==> src/rtl/if_fetch_stage_pkg.sv <==
// Shared constants and types for the MIPS instruction-fetch stage.
package if_fetch_stage_pkg;

  localparam logic [31:0] RESET_VECTOR = 32'h0000_0000;
  localparam logic [31:0] NOP_INSTR    = 32'h0000_0000;
  localparam logic [5:0]  OPC_J        = 6'b000010;
  localparam logic [5:0]  OPC_BEQ      = 6'b000100;

  // Which next-PC source won this cycle, highest priority first.
  typedef enum logic [2:0] {
    SEL_HALT   = 3'd0,
    SEL_BRANCH = 3'd1,
    SEL_STALL  = 3'd2,
    SEL_JUMP   = 3'd3,
    SEL_FLUSH  = 3'd4,
    SEL_FAULT  = 3'd5,
    SEL_SEQ    = 3'd6
  } pc_sel_e;

  function automatic logic [31:0] jump_target(input logic [31:0] pc4,
                                              input logic [25:0] index);
    return {pc4[31:28], index, 2'b00};
  endfunction

endpackage

==> src/rtl/if_fetch_stage_if.sv <==
// Instruction-memory bus: fetch stage drives the address, memory returns the word combinationally.
interface if_fetch_stage_if;
  logic [31:0] imem_addr;
  logic [31:0] imem_instr;

  modport master (output imem_addr, input imem_instr);
  modport slave  (input imem_addr, output imem_instr);
endinterface

==> src/rtl/if_fetch_stage_ifid_reg.sv <==
// IF/ID pipeline register: hold beats load; anything else writes a bubble (nop, invalid).
module if_fetch_stage_ifid_reg
  import if_fetch_stage_pkg::*;
(
  input  logic        clk,
  input  logic        rst_n,
  input  logic        hold,
  input  logic        load,
  input  logic [31:0] instr_d,
  input  logic [31:0] pc4_d,
  output logic [31:0] instr,
  output logic [31:0] pc4,
  output logic        valid
);

  always_ff @(posedge clk or negedge rst_n) begin
    if (!rst_n) begin
      instr <= NOP_INSTR;
      pc4   <= 32'h0;
      valid <= 1'b0;
    end else if (hold) begin
      instr <= instr;
      pc4   <= pc4;
      valid <= valid;
    end else if (load) begin
      instr <= instr_d;
      pc4   <= pc4_d;
      valid <= 1'b1;
    end else begin
      instr <= NOP_INSTR;
      pc4   <= 32'h0;
      valid <= 1'b0;
    end
  end

endmodule

==> src/rtl/if_fetch_stage.sv <==
// MIPS instruction-fetch stage: PC register, next-PC resolution, fetch-fault halt and IF/ID capture.
module if_fetch_stage
  import if_fetch_stage_pkg::*;
#(
  parameter logic [31:0] RESET_PC   = RESET_VECTOR,
  parameter int          IMEM_WORDS = 21
) (
  input  logic             clk,
  input  logic             rst_n,
  input  logic             stall,
  input  logic             flush,
  input  logic             br_taken,
  input  logic [31:0]      br_target,
  input  logic             jmp,
  input  logic [25:0]      jmp_index,
  if_fetch_stage_if.master imem,
  output logic [31:0]      pc,
  output logic [31:0]      ifid_instr,
  output logic [31:0]      ifid_pc4,
  output logic             ifid_valid,
  output logic             fetch_fault,
  output logic [31:0]      fetch_count
);

  localparam logic [29:0] IMEM_LIMIT = 30'(IMEM_WORDS);

  pc_sel_e     sel;
  logic [31:0] pc_plus4;
  logic [31:0] pc_next;
  logic        bad_fetch;

  assign imem.imem_addr = pc;
  assign pc_plus4       = pc + 32'd4;
  assign bad_fetch      = (pc[31:2] >= IMEM_LIMIT) || (pc[1:0] != 2'b00);

  // ifid_valid is the only qualifier downstream: when low, ifid_instr is a nop and ifid_pc4 is 0.
  always_comb begin
    sel = SEL_SEQ;
    if (fetch_fault)            sel = SEL_HALT;
    else if (br_taken)          sel = SEL_BRANCH;
    else if (stall)             sel = SEL_STALL;
    else if (jmp && ifid_valid) sel = SEL_JUMP;
    else if (flush)             sel = SEL_FLUSH;
    else if (bad_fetch)         sel = SEL_FAULT;
  end

  always_comb begin
    pc_next = pc;
    unique case (sel)
      SEL_BRANCH:         pc_next = br_target;
      SEL_JUMP:           pc_next = jump_target(ifid_pc4, jmp_index);
      SEL_FLUSH, SEL_SEQ: pc_next = pc_plus4;
      default:            pc_next = pc;
    endcase
  end

  always_ff @(posedge clk or negedge rst_n) begin
    if (!rst_n) begin
      pc          <= RESET_PC;
      fetch_fault <= 1'b0;
      fetch_count <= 32'h0;
    end else begin
      pc          <= pc_next;
      fetch_fault <= fetch_fault | (sel == SEL_FAULT);
      if (sel == SEL_SEQ) fetch_count <= fetch_count + 32'd1;
    end
  end

  if_fetch_stage_ifid_reg u_ifid (
    .clk     (clk),
    .rst_n   (rst_n),
    .hold    (sel == SEL_STALL),
    .load    (sel == SEL_SEQ),
    .instr_d (imem.imem_instr),
    .pc4_d   (pc_plus4),
    .instr   (ifid_instr),
    .pc4     (ifid_pc4),
    .valid   (ifid_valid)
  );

endmodule

==> src/flat_wrapper.sv <==
// flat-port wrapper written by rule: the top's interface ports become plain ports
module if_fetch_stage_flat import if_fetch_stage_pkg::*;
#(
  parameter logic [31:0] RESET_PC   = RESET_VECTOR,
  parameter int          IMEM_WORDS = 21
)
  (clk, rst_n, stall, flush, br_taken, br_target, jmp, jmp_index, pc, ifid_instr, ifid_pc4, ifid_valid, fetch_fault, fetch_count, imem_imem_addr, imem_imem_instr);
  if_fetch_stage_if imem_i ();
  input  logic clk;
  input  logic rst_n;
  input  logic stall;
  input  logic flush;
  input  logic br_taken;
  input  logic [31:0] br_target;
  input  logic jmp;
  input  logic [25:0] jmp_index;
  output logic [31:0] pc;
  output logic [31:0] ifid_instr;
  output logic [31:0] ifid_pc4;
  output logic ifid_valid;
  output logic fetch_fault;
  output logic [31:0] fetch_count;
  output wire logic [$bits(imem_i.imem_addr)-1:0] imem_imem_addr;
  input wire logic [$bits(imem_i.imem_instr)-1:0] imem_imem_instr;
  assign imem_imem_addr = imem_i.imem_addr;
  assign imem_i.imem_instr = imem_imem_instr;
  if_fetch_stage #(.RESET_PC(RESET_PC), .IMEM_WORDS(IMEM_WORDS)) u_core (.clk(clk), .rst_n(rst_n), .stall(stall), .flush(flush), .br_taken(br_taken), .br_target(br_target), .jmp(jmp), .jmp_index(jmp_index), .imem(imem_i), .pc(pc), .ifid_instr(ifid_instr), .ifid_pc4(ifid_pc4), .ifid_valid(ifid_valid), .fetch_fault(fetch_fault), .fetch_count(fetch_count));
endmodule
==> config.mk <==
export PLATFORM = sky130hd
export DESIGN_NAME = if_fetch_stage_flat
export DESIGN_NICKNAME = d
export VERILOG_FILES = /design/src/rtl/if_fetch_stage_pkg.sv /design/src/rtl/if_fetch_stage_if.sv /design/src/rtl/if_fetch_stage_ifid_reg.sv /design/src/rtl/if_fetch_stage.sv /design/src/flat_wrapper.sv
export SDC_FILE = /design/constraint.sdc
export NUM_CORES = 1
export LEC_CHECK = 0
export BUFFER_PORTS_ARGS = -buffer_cell sky130_fd_sc_hd__buf_4
export CORE_AREA = 2 2 153 155
export CTS_CLUSTER_DIAMETER = 30
export DETAILED_ROUTE_END_ITERATION = 6
export DIE_AREA = 0 0 155 157
export HOLD_SLACK_MARGIN = 0.12
export PLACE_DENSITY = 0.55
export SLEW_MARGIN = 20
export SYNTH_ARGS = -nofsm -noshare
export SYNTH_HDL_FRONTEND = slang
export SYNTH_HIERARCHICAL = 1
export SYNTH_SLANG_ARGS = --single-unit
==> constraint.sdc <==
create_clock -name clk -period 4.02 [get_ports clk]
set_input_delay 0.603 -clock clk [delete_from_list [all_inputs] [get_ports clk]]
set_output_delay 0.603 -clock clk [all_outputs]
set_load 0.1 [all_outputs]
==> results.yml <==
status:
  status: "completed"
finish:
  drive_above_1_share: 0.3242
  final_cell_area_sq_um: 9382
  layout.nets: 1077
  diodes: 0
  area_delta_synth_final_pct: 35.91
  finalNonFillerCells: 1275
timing:
  slew_violations: 0
  min_period_over_period: 0.7348
  fin_setup_tns_ps: 0
  hold_viol_final: 0
  slew-limit-headroom: 0.2760
  worstMarginPinSlew_ps: 1085
  max_freq_mhz: 338.6
  setup_violations: 0
  rsz0062_at_grt: "false"
  final.min_clock_period_ps: 2954
  layout_setup_ws_ps: 1066
  finalClockSkew_ps: 10.60
clock_tree:
  htreeDepth: 4
  clock_path_buffers: 2
  clkLatencyLatePin_ps: 420
  cts.sinks: 130
  path_clk_slew_ps: 70
  post_cts_resized: 0
  root_buffer: "clkbuf_16"
  post_cts_buffers: 0
  hold_buffers: 0
  cts_buffers: 17
  cts_tree: "done"
detailed_routing:
  wire_per_inst_um: 17.91
  routed_wl_mm: 22.84
  num_vias: 6380
  drt-initial-drc-count: 487
  first_pass_iters: 7
  drc: 0
  drtAntennaViolNets: 0
  vias_per_cell: 5.004
synthesis:
  ys_ff_latch: 130
  syn_area_sq_um: 6903
  seq_area_frac_synth: 0.4713
  synthTopCellsByArea: "dfrtp_1, nand2_1, xnor2_1"
  yosys_warnings: 6
  yosysMostFrequentCell: "nand2_1"
  avgSynthCellArea_sq_um: 8.953
  async_flop_share: 1.000
  synth_common_cells: "nand2_1, dfrtp_1, o21ai_1, nor2_1, xnor2_1"
  synthCells: 771
  synth_fp_nets: 871
  yosys.area.top_type: "dfrtp_1"
  yosys.cell_types.count: 53
  netlist.area_leader.share: 0.4713
  synth_edf_count: 0
  synth_ff_type: "dfrtp_1"
placement:
  pre_cts_ws_ps: 1007
  routabilityCongestion: 0.8103
  dp_hpwl_mm: 15.88
  dpl_cell_area_sq_um: 8798
  place_inst: 1243
  portBuffers: 257
global_route:
  grt_pass1_wl_mm: 35.59
  grt_pass1_vias: 6241
  grt_usage: 0.1888
  grt_max_degree: 130
  antenna_found_initial: 0
  grt-ovfl-total: 0
critical_path:
  critPathLaunchType: "flip-flop"
  slowest_delay_ps: 850
  crit_family: "simple AND/OR/NAND/NOR gates"
  cp_data_arrival_time_ps: 3260
  crit_buf_inv: 0
  cp_slowest_cell: "nor2_2"
  path_max_fanout: 23
  worstPathCellList: "nor4_1 > and4_4 > a31oi_4 > nor2_2 > a2111oi_0 > a221o_1"
  cp-end-kind: "flip-flop"
  worstPathRequired_ps: 4320
  criticalPathCategory: "flip-flop to flip-flop"
floorplan:
  initial_utilization: 0.3068
  rows: 55
  fp.coreArea_sq_um: 22500
  io_pins: 258
  die_h_um: 157
  dieArea_sq_um: 24340
  die_x_um: 155
power_and_ir_drop:
  power.density_nw_per_um2: 701.1
  leakage_uw: 0.004321
  irDropWorstVdd_uv: 818.6
hold_path:
  hold_path_class: "primary input to asynchronous set/reset pin"
run:
  maxCapViolations: 0
## cell usage in the layout, fill, tap and decap left out, types with 3 or more instances in the layout
master,synthesis,layout
o311ai_1,4,4
nand4_1,16,16
nand2_1,169,169
dfrtp_1,130,130
inv_1,7,7
a222oi_1,3,3
a21oi_1,26,26
o21ai_1,55,55
o21a_1,3,3
nand3_1,24,24
clkbuf_16,0,17
a22oi_1,13,13
xnor2_1,46,46
inv_8,0,5
or3_1,3,3
and4_1,7,7
nor3_1,9,9
nand2b_1,7,7
and3_1,13,13
xor2_1,11,11
buf_4,43,266
ha_1,4,4
a21o_1,4,4
and2_1,7,7
nor4_2,6,7
o21ai_0,40,40
a211o_1,5,5
nor2_1,46,45
inv_6,0,5
## per-layer routing
metal  share of wire  vias up  global-route usage
li1                -     3035                   -
met1            0.45     3090              0.2523
met2            0.47      241              0.3039
met3           0.073       14             0.05396
met4          0.0081        0             0.04321
met5               0        -                   0
## stage by stage
stage	utilization	hold slack (ps)	total power, uW
2_1_floorplan	-	307.4	4514
3_3_place_gp	0.3910	465.0	5051
3_5_place_dp	0.3910	474.5	5056
4_1_cts	0.4169	224.7	6631
5_1_grt	0.4169	245.3	6829
6_report	0.4169	203.5	6578
## power breakdown
group	switching, uW	internal (uW)	leakage (uW)	total (uW)
combinational	2550	631	0.00231	3180
sequential	402	1450	0.00173	1850
clock	714	832	0.000285	1550
total	3670	2910	0.00432	6580
## final timing paths
kind / start / end / slack [ps] / cells past startpoint
worst max-delay path: u_core/imem.imem_addr[31]$_DFFE_PN0P_ / u_core/imem.imem_addr[2]$_DFFE_PN0P_ / 1070 / 6
worst min-delay path: rst_n / u_core/u_ifid/pc4[20]$_DFFE_PN0N_ / 200 / 1
worst max register to register: u_core/imem.imem_addr[31]$_DFFE_PN0P_ / u_core/imem.imem_addr[2]$_DFFE_PN0P_ / 1070 / 6
worst min register to register: u_core/u_ifid/pc4[2]$_DFFE_PN0N_ / u_core/u_ifid/pc4[2]$_DFFE_PN0N_ / 480 / 2
max in group asynchronous: rst_n / u_core/fetch_count[3]$_DFFE_PN0P_ / 2860 / 2
min in group clk: br_target[0] / u_core/imem.imem_addr[0]$_DFFE_PN0P_ / 380 / 3
## logic make-up after synthesis
logic type	after synthesis	synth area share
DFF	130	0.4713
xor gates and xnor gates	57	0.07232
buffers and inverters	88	0.07758
muxes	2	0.003262
adders and majority gates	4	0.007251
AOI/OAI and AO/OA	167	0.1450
and+or+nand+nor	323	0.2233
## layout make-up
class	instances	area (sq um)
fillers	2265	13120
clock buffers	17	425.4
multi-input cells	553	3134
well taps	285	356.6
clock inverters	15	157.7
repair buffers	268	2028
flip-flops and latches	130	3253
inverters	7	26.28
## registers in the layout (all words and copies together) (netlist names)
signal,count
u_core/fetch_fault,1
u_core/u_ifid/valid,1
u_core/u_ifid/instr,32
u_core/fetch_count,32
u_core/imem.imem_addr,32
u_core/u_ifid/pc4,32
(Power assumes the default switching activity.)
